<file path="src/rtl/video_pkg.sv">
// Shared video timing defaults, unpacker state encoding and pixel field layout.
package video_pkg;

    localparam int H_ACTIVE         = 1920;
    localparam int V_ACTIVE         = 1080;
    localparam int PIXELS_PER_FRAME = H_ACTIVE * V_ACTIVE;
    localparam int FRAME_CNT_W      = 21;

    // Each 32-bit pixel is {unused, R, G, B}
    localparam int PIXEL_W = 32;
    localparam int R_LSB   = 16;
    localparam int G_LSB   = 8;
    localparam int B_LSB   = 0;
    localparam int RGB_W   = 24;

    typedef enum logic [1:0] {
        WAIT_FILL = 2'd0,
        WAIT_SOF  = 2'd1,
        STREAM    = 2'd2
    } unpack_state_e;

endpackage

</file>
<file path="src/rtl/bit_sync.sv">
// Two-flop synchronizer for a single asynchronous level signal.
module bit_sync (
    input  logic clk,
    input  logic rst_n,
    input  logic d,
    output logic q
);

    logic meta;

    always_ff @(posedge clk or negedge rst_n) begin
        if (!rst_n) begin
            meta <= 1'b0;
            q    <= 1'b0;
        end else begin
            meta <= d;
            q    <= meta;
        end
    end

endmodule

</file>
<file path="src/rtl/pixel_unpacker.sv">
// Reads 64-bit words from the pixel FIFO into a 2-word prefetch buffer and
// emits one 24-bit RGB pixel per display-enable cycle, tracking starvation and frame size.
module pixel_unpacker
    import video_pkg::*;
#(
    parameter int SDRAM_DATA_WIDTH = 64,
    parameter int H_ACTIVE         = video_pkg::H_ACTIVE,
    parameter int V_ACTIVE         = video_pkg::V_ACTIVE
) (
    input  logic                        pixel_clk,
    input  logic                        rst_n,
    input  logic                        first_fill_i,
    input  logic                        sof_i,
    input  logic                        de_i,
    output logic                        fifo_rdreq_o,
    input  logic [SDRAM_DATA_WIDTH-1:0] fifo_q_i,
    input  logic                        fifo_rdempty_i,
    output logic [23:0]                 rgb_o,
    output logic                        de_o,
    output logic [15:0]                 underflow_cnt_o,
    output logic                        frame_err_o
);

    localparam logic [FRAME_CNT_W-1:0] FRAME_PIXELS = FRAME_CNT_W'(H_ACTIVE * V_ACTIVE);

    logic fill_s;

    bit_sync u_fill_sync (
        .clk   (pixel_clk),
        .rst_n (rst_n),
        .d     (first_fill_i),
        .q     (fill_s)
    );

    unpack_state_e                state_q, state_d;
    logic [1:0][2*RGB_W-1:0]      buf_q;
    logic [1:0]                   occ_q;
    logic                         half_q;
    logic                         inflight_q;
    logic [FRAME_CNT_W-1:0]       frame_cnt_q;

    // Only the RGB bytes of each half are kept; the top byte of each pixel is discarded at capture
    logic [2*RGB_W-1:0] fifo_rgb;
    logic               unused_bits;
    assign fifo_rgb = {fifo_q_i[PIXEL_W+R_LSB +: 8], fifo_q_i[PIXEL_W+G_LSB +: 8], fifo_q_i[PIXEL_W+B_LSB +: 8],
                       fifo_q_i[R_LSB +: 8],         fifo_q_i[G_LSB +: 8],         fifo_q_i[B_LSB +: 8]};
    assign unused_bits = ^{fifo_q_i[PIXEL_W+RGB_W +: 8], fifo_q_i[RGB_W +: 8]};

    logic              sof_hit, active, consume, starve, pop;
    logic [1:0]        pending;
    logic [RGB_W-1:0]  head_rgb;

    assign sof_hit  = sof_i & de_i;
    assign active   = de_i & ((state_q == STREAM) | ((state_q == WAIT_SOF) & sof_i));
    assign consume  = active & (occ_q != 2'd0);
    assign starve   = active & (occ_q == 2'd0);
    assign pop      = consume & half_q;
    assign head_rgb = half_q ? buf_q[0][2*RGB_W-1:RGB_W] : buf_q[0][RGB_W-1:0];

    // Conservative room check: a word popped this cycle is still counted as occupied
    assign pending      = occ_q + {1'b0, inflight_q} + {1'b0, pop};
    assign fifo_rdreq_o = (state_q != WAIT_FILL) & ~fifo_rdempty_i & (pending < 2'd2);

    always_ff @(posedge pixel_clk or negedge rst_n) begin
        if (!rst_n) state_q <= WAIT_FILL;
        else        state_q <= state_d;
    end

    always_comb begin
        state_d = state_q;
        unique case (state_q)
            WAIT_FILL: if (fill_s)  state_d = WAIT_SOF;
            WAIT_SOF:  if (sof_hit) state_d = STREAM;
            STREAM:    state_d = STREAM;
            default:   state_d = WAIT_FILL;
        endcase
    end

    always_ff @(posedge pixel_clk or negedge rst_n) begin
        if (!rst_n) begin
            buf_q           <= '0;
            occ_q           <= '0;
            half_q          <= 1'b0;
            inflight_q      <= 1'b0;
            rgb_o           <= '0;
            de_o            <= 1'b0;
            underflow_cnt_o <= '0;
            frame_err_o     <= 1'b0;
            frame_cnt_q     <= '0;
        end else begin
            inflight_q <= fifo_rdreq_o;

            unique case ({inflight_q, pop})
                2'b10: begin
                    if (occ_q == 2'd0) buf_q[0] <= fifo_rgb;
                    else               buf_q[1] <= fifo_rgb;
                    occ_q <= occ_q + 2'd1;
                end
                2'b01: begin
                    buf_q[0] <= buf_q[1];
                    occ_q    <= occ_q - 2'd1;
                end
                2'b11: begin
                    if (occ_q == 2'd1) begin
                        buf_q[0] <= fifo_rgb;
                    end else begin
                        buf_q[0] <= buf_q[1];
                        buf_q[1] <= fifo_rgb;
                    end
                end
                default: ;
            endcase

            if (consume) half_q <= ~half_q;

            de_o  <= de_i;
            rgb_o <= consume ? head_rgb : '0;

            if (starve && (underflow_cnt_o != '1))
                underflow_cnt_o <= underflow_cnt_o + 16'd1;

            if ((state_q == WAIT_SOF) && sof_hit) begin
                frame_cnt_q <= FRAME_CNT_W'(1);
            end else if ((state_q == STREAM) && de_i) begin
                if (sof_i) begin
                    if (frame_cnt_q != FRAME_PIXELS) frame_err_o <= 1'b1;
                    frame_cnt_q <= FRAME_CNT_W'(1);
                end else begin
                    frame_cnt_q <= frame_cnt_q + FRAME_CNT_W'(1);
                end
            end
        end
    end

endmodule

</file>
<file path="config.mk">
export PLATFORM = sky130hd
export DESIGN_NAME = pixel_unpacker
export DESIGN_NICKNAME = d
export VERILOG_FILES = /design/src/rtl/video_pkg.sv /design/src/rtl/bit_sync.sv /design/src/rtl/pixel_unpacker.sv
export SDC_FILE = /design/constraint.sdc
export NUM_CORES = 1
export LEC_CHECK = 0
export CORE_MARGIN = 3
export CORE_UTILIZATION = 50
export DETAILED_ROUTE_END_ITERATION = 6
export GPL_TIMING_DRIVEN = 0
export PLACE_DENSITY = 0.75
export REMOVE_ABC_BUFFERS = 1
export SLEW_MARGIN = 15
export SYNTH_ARGS = -nofsm -noshare
export SYNTH_HDL_FRONTEND = slang
export SYNTH_HIERARCHICAL = 1
export SYNTH_SLANG_ARGS = --single-unit
</file>
<file path="constraint.sdc">
create_clock -name pixel_clk -period 4.1 [get_ports pixel_clk]
set_input_delay 0.82 -clock pixel_clk [delete_from_list [all_inputs] [get_ports pixel_clk]]
set_output_delay 0.82 -clock pixel_clk [all_outputs]
set_load 0.005 [all_outputs]
</file>
# ---- Word level (Yosys, flattened, before mapping)
# Cells that the tools add are included.
dict set report totals {
  regBits 167
  in_bits 70
  output_inout_bits 43
  wordCells 75
}
dict set report classes {
  addsub 6
  order_cmp 1
  n_eq_ne 13
  n_mux 15
  n_bitwise 12
  n_reduce_logical 15
}
# cell count
set op_table {}
lappend op_table {{$mux 48} 4}
lappend op_table {{$pmux 48 s3} 1}
lappend op_table {{$pmux 48 s2} 1}
lappend op_table {{$mux 21} 3}
lappend op_table {{$mux 24} 2}
lappend op_table {{$add 21x1->21 const B} 1}
lappend op_table {{$ne 21x21->1 const B} 1}
lappend op_table {{$add 16x1->16 const B} 1}
lappend op_table {{$ne 16x16->1 const B} 1}
lappend op_table {{$reduce_bool 2->1} 5}
lappend op_table {{$and 1x1->1} 8}
lappend op_table {{$ne 2x2->1 const B} 4}
lappend op_table {{$eq 2x1->1 const B} 3}
lappend op_table {{$eq 2x2->1 const B} 3}
lappend op_table {{$pmux 2 s3} 1}
lappend op_table {{$add 2x1->2} 2}
lappend op_table {{$logic_not 2->1} 2}
lappend op_table {{$mux 2} 2}
lappend op_table {{$pmux 2 s2} 1}
lappend op_table {{$reduce_and 2->1} 2}
lappend op_table {{$reduce_and 4->1} 1}
lappend op_table {{$logic_and 1x1->1} 3}
lappend op_table {{$not 1->1} 3}
lappend op_table {{$reduce_and 3->1} 1}
lappend op_table {{other kinds (6)} 6}

# ---- Depth between registers and ports, before layout
dict set report logic_depth {
  depth_word 9
  ltp_mapped 10
  ltp_nobuf 6
}

# ---- Modules after synthesis
# The synthesis kept the hierarchy.
# mod n_inst cells_per_inst area_per_inst_um2 seq_area_each_um2
set modules_own_cells {}
lappend modules_own_cells {pixel_unpacker 1 702 7335.8 4129.0}
lappend modules_own_cells {bit_sync 1 2 50.0 50.0}

# ---- Least setup slack after synthesis
# Ideal clock, no wire load.
dict set report synth_path {
  path_type {input to output}
  startpoint {input port de_i}
  endpoint {output port fifo_rdreq_o}
  arrival_time_ns 1.858
  required_ns 3.280
  setup_slack_ns 1.422
  cell_stages 5
  path_buffers 2
  path_cell_list {buf_2 > clkbuf_1 > nand3_1 > a21oi_1 > mux2i_1}
}
dict set report synth_via {
  elab_chain_len 6
}
# element line_no
set synth_rtl {}
lappend synth_rtl {{start, declared} pixel_unpacker.sv:14} ;# input logic de_i,
lappend synth_rtl {{$and 1x1->1} pixel_unpacker.sv:54} ;# assign active = de_i & ((state_q == STREAM) | ((state_q == WAIT_SOF) & sof_i));
lappend synth_rtl {{$and 1x1->1} pixel_unpacker.sv:55} ;# assign consume = active & (occ_q != 2'd0);
lappend synth_rtl {{$and 1x1->1} pixel_unpacker.sv:57} ;# assign pop = consume & half_q;
lappend synth_rtl {{$add 2x1->2} pixel_unpacker.sv:61} ;# assign pending = occ_q + {1'b0, inflight_q} + {1'b0, pop};
lappend synth_rtl {{$lt 2x2->1} pixel_unpacker.sv:62} ;# assign fifo_rdreq_o = (state_q != WAIT_FILL) & ~fifo_rdempty_i & (pending < 2'd2);
lappend synth_rtl {{$and 1x1->1} pixel_unpacker.sv:62}
lappend synth_rtl {{end, declared} pixel_unpacker.sv:15} ;# output logic fifo_rdreq_o,
# Every way passes these cells.

# ---- Worst setup path after layout
dict set report layout_path {
  startpoint {input port sof_i}
  endpoint {output port fifo_rdreq_o}
}
dict set report layout_via {
  elab_chain_len 8
}
# element line_no
set layout_rtl {}
lappend layout_rtl {{start, declared} pixel_unpacker.sv:13} ;# input logic sof_i,
lappend layout_rtl {{$and 1x1->1} pixel_unpacker.sv:54}
lappend layout_rtl {{$or 1x1->1} pixel_unpacker.sv:54}
lappend layout_rtl {{$and 1x1->1} pixel_unpacker.sv:54}
lappend layout_rtl {{$and 1x1->1} pixel_unpacker.sv:55}
lappend layout_rtl {{$and 1x1->1} pixel_unpacker.sv:57}
lappend layout_rtl {{$add 2x1->2} pixel_unpacker.sv:61}
lappend layout_rtl {{$lt 2x2->1} pixel_unpacker.sv:62}
lappend layout_rtl {{$and 1x1->1} pixel_unpacker.sv:62}
# Every way passes these cells.

==> metrics <==
switch share=32.49%; Max Cap Viol=0; clock buffer depth=2; Via Count=about 5.5k; synthesized instance count=704; Skew-Pair Late Insertion Delay=roughly 0.43 ns; I/O Buffers=96; All-Layer GR Usage=a little over a fifth; largest net degree at the start of global routing=~100; clock sinks=167; power per cell area=a little under 700 nW/um2; peak supply drop=between 0.4 and 0.5 mV; grt total ovfl=0; Net Switching=0.002080 W; Die ar.=16270 um2; mux cell area share after synthesis=11.71%; Design Power=0.006401 W; total negative slack=0 ns; largest family of logic cells by synthesized area=simple AND/OR/NAND/NOR gates; Fillers=approximately 1.1k; count of pins over their slew limit=0; post-synth cell types=41; vias in the first global route=5657; CP most frequent cell=clkdlybuf4s50_1; diode count=0; Layout area overhead=24.83%; post_cts resized=0; design internal power=~0.0043 W; clock-pin slew on the worst setup and hold paths=0.06 ns; CP cell instances=clkdlybuf4s50_1 -> a21o_2 -> nand3_1 -> a21oi_1 -> mux2i_1 -> clkdlybuf4s50_1; Via density=5.657; clk root buf=clkbuf_16; synthesized cell area=7386 um2; final setup fails=0; Logic pwr share=roughly a third; num rows=43; post-route clock period utilization=a little over nine tenths; outcome=complete, no violations; layout cells sized above 1=about an eighth; Setup CP Type=primary input to output port; Post-synth top flop=dfrtp_1; Avg Cell Area, Syn=10.49 um2; Core Box Area=around 14000 um2; CTS HTree Levels=4; Slew HR=47.73%; Critical Path AT=3.08 ns; CP Capture Type=output port; Starting Density=a little over half; synthesized flop and latch total=167; initial antenna violation count=1; postcts setup bufs=0; routed len/inst=16.51 um; die height=about 130 um; hold_buf cts=0; CP max stage cell=clkdlybuf4s50_1; Multi-input gate area=3017 um2; Synth Area in Simple Gates=16.84%; FF+latch area=4180 um2; RSZ-0062 raised after global routing=false; Yosys warning total=6; post-synthesis xor/xnor area fraction=2.372%; # IOs=approximately 110; drt total wl=about 16 mm; Synth Area in Compound Gates=8.098%; Pre-Repair DR Iteration Count=5; HPWL after detailed placement=between 10 and 15 mm; Final Net Count=864; adder-cell share of the synthesized area=under 10%; FFs w/ async S/R, synth=100.0%; die width=about 130 um; Final GP Congestion=0.7938; Leak=3.930 nW; Worst Skew=~0.0096 ns; crit path launch type=primary input; fmax=256.6 MHz; CTS tree=built; Hold Crit Class=primary input to asynchronous set/reset pin; dpl cell area=between 8000 and 9000 um2; Num CTS Buffers=17; Largest stage delay, worst path=~0.63 ns; sequential share of power=between 40% and 50%; Slew @ Worst Pin=around 0.8 ns; worst-case reg-to-reg path depth=8; design area=9220 um2; Routed Antenna Nets=0; Hold Vio Cnt, Final=0; sequential element share of the synthesized area=56.58%; first-pass GRT wire length=between 20 and 30 mm; Remaining DRCs=0; Layout Utilization=65.16%; clock share of power=24.6%; critical path peak fanout=9; EDFF count, synth=0; clock period minus final worst setup slack=3.897 ns; Worst EP required=3.28 ns; Initial DRC Count=~350
==> power groups by stage <==
stage	clock network [W]	registers, W	logic [W]
floorplan	0	0.00262	0.00138
global placement	0	0.00270	0.00196
detailed placement	0	0.00271	0.00215
CTS	0.00160	0.00269	0.00217
global route	0.00169	0.00277	0.00237
finish	0.00158	0.00268	0.00214
==> cells in the mapped netlist, types with 2 or more instances <==
master	n	area share, %
dfrtp_1	167	57
nand2_1	116	5.9
nor2_1	84	4.3
mux2_2	51	7.8
a31oi_1	49	4.2
mux2i_1	29	3.9
a21oi_1	21	1.4
clkbuf_1	21	1.1
nand3_1	16	1.1
xnor2_1	16	1.9
buf_2	15	1.0
nand4_1	15	1.3
inv_1	10	0.51
o21ai_0	10	0.68
and3_1	8	0.68
ha_1	8	1.4
nor4_1	7	0.59
or3_1	7	0.59
or4_1	6	0.61
buf_1	5	0.25
o31ai_1	5	0.51
and2_1	4	0.34
nor3_1	4	0.27
xor2_1	4	0.47
and4_1	3	0.36
nand2b_1	3	0.25
nor4b_1	3	0.36
buf_4	2	0.20
o211ai_1	2	0.20
o21a_1	2	0.20
==> worst paths after layout <==
kind                            slack (ns)                     endpoint                        from
worst min-delay path                  0.34  frame_cnt_q[14]$_DFFE_PN0P_                       rst_n
worst max-delay path                  0.20                 fifo_rdreq_o                       sof_i
worst min register to register        0.35      u_fill_sync/q$_DFF_PN0_  u_fill_sync/meta$_DFF_PN0_
min in group pixel_clk                0.35      u_fill_sync/q$_DFF_PN0_  u_fill_sync/meta$_DFF_PN0_
max in group asynchronous             2.91           half_q$_DFFE_PN0P_                       rst_n
worst max register to register        1.44        buf_q[34]$_DFFE_PN0P_      state_q[0]$_DFFE_PN0P_
==> sequential cells by signal (all words and copies together), names as in the netlist <==
| name | count |
|---|---|
| buf_q | 96 |
| de_o | 1 |
| frame_cnt_q | 21 |
| frame_err_o | 1 |
| half_q | 1 |
| inflight_q | 1 |
| occ_q | 2 |
| rgb_o | 24 |
| state_q | 2 |
| u_fill_sync/meta | 1 |
| u_fill_sync/q | 1 |
| underflow_cnt_o | 16 |
==> worst max-delay path: cells and delay by family <==
family                 cells  cell delay, ns
AND/OR/NAND/NOR            1            0.22
AO/OA/AOI/OAI              2            0.54
buffers and inverters      2            1.19
multiplexers               1            0.30
==> layer usage <==
layer  part of all wire, %  vias up  global-route usage (%)
met5                 0.080        -                       0
met4                  0.66        2                   5.552
met3                   5.9        9                   7.107
met2                    52      133                   36.64
met1                    41     2768                   24.85
li1                      -     2626                       -
==> through the flow <==
stage	instances	hold slack (ns)	setup WS (ns)
finish	979	0.3363	0.2033
global route	979	0.3598	0.05679
detailed placement	947	0.3416	0.06566
CTS	979	0.3532	0.05516
floorplan	661	0.3312	-0.06902
global placement	937	0.3443	-4.292
==> layout make-up <==
type	instances	share of cell area, %
repair buffers	106	12.74
inverters	10	0.4071
multi-input cells	484	32.72
clock inverters	12	1.506
well taps	180	2.443
clock buffers	20	4.845
flip-flops and latches	167	45.34
==> cell families after synthesis <==
kind of cell	Yosys count
AO/OA/AOI/OAI	97
XOR/XNOR	20
adder cells (fa/ha/maj)	8
buffers and inverters	53
flip-flops	167
multiplexers	80
AND/OR/NAND/NOR	279
==> placed cells by master (no fill, tap or decap), types with 2 or more instances in the layout <==
| cell | Yosys | routed |
|---|---|---|
| dfrtp_1 | 167 | 166 |
| nand2_1 | 116 | 116 |
| clkdlybuf4s50_1 | 0 | 94 |
| nor2_1 | 84 | 83 |
| mux2_2 | 51 | 51 |
| a31oi_1 | 49 | 49 |
| mux2i_1 | 29 | 29 |
| a21oi_1 | 21 | 21 |
| clkbuf_16 | 0 | 17 |
| nand3_1 | 16 | 16 |
| xnor2_1 | 16 | 16 |
| nand4_1 | 15 | 15 |
| inv_1 | 10 | 10 |
| o21ai_0 | 10 | 10 |
| and3_1 | 8 | 8 |
| ha_1 | 8 | 8 |
| or3_1 | 7 | 7 |
| nor4_1 | 7 | 7 |
| or4_1 | 6 | 6 |
| o31ai_1 | 5 | 5 |
| inv_6 | 0 | 5 |
| buf_16 | 0 | 5 |
| xor2_1 | 4 | 4 |
| and2_1 | 4 | 4 |
| nor3_1 | 4 | 4 |
| nand2b_1 | 3 | 3 |
| nor4b_1 | 3 | 3 |
| buf_6 | 0 | 3 |
| o211ai_1 | 2 | 2 |
| and4_1 | 3 | 2 |
| o21a_1 | 2 | 2 |
| clkinv_2 | 0 | 2 |
| clkinv_4 | 0 | 2 |
| bufinv_16 | 0 | 2 |
| clkbuf_1 | 21 | 2 |
| buf_8 | 0 | 2 |
(Power assumes the default switching activity.)
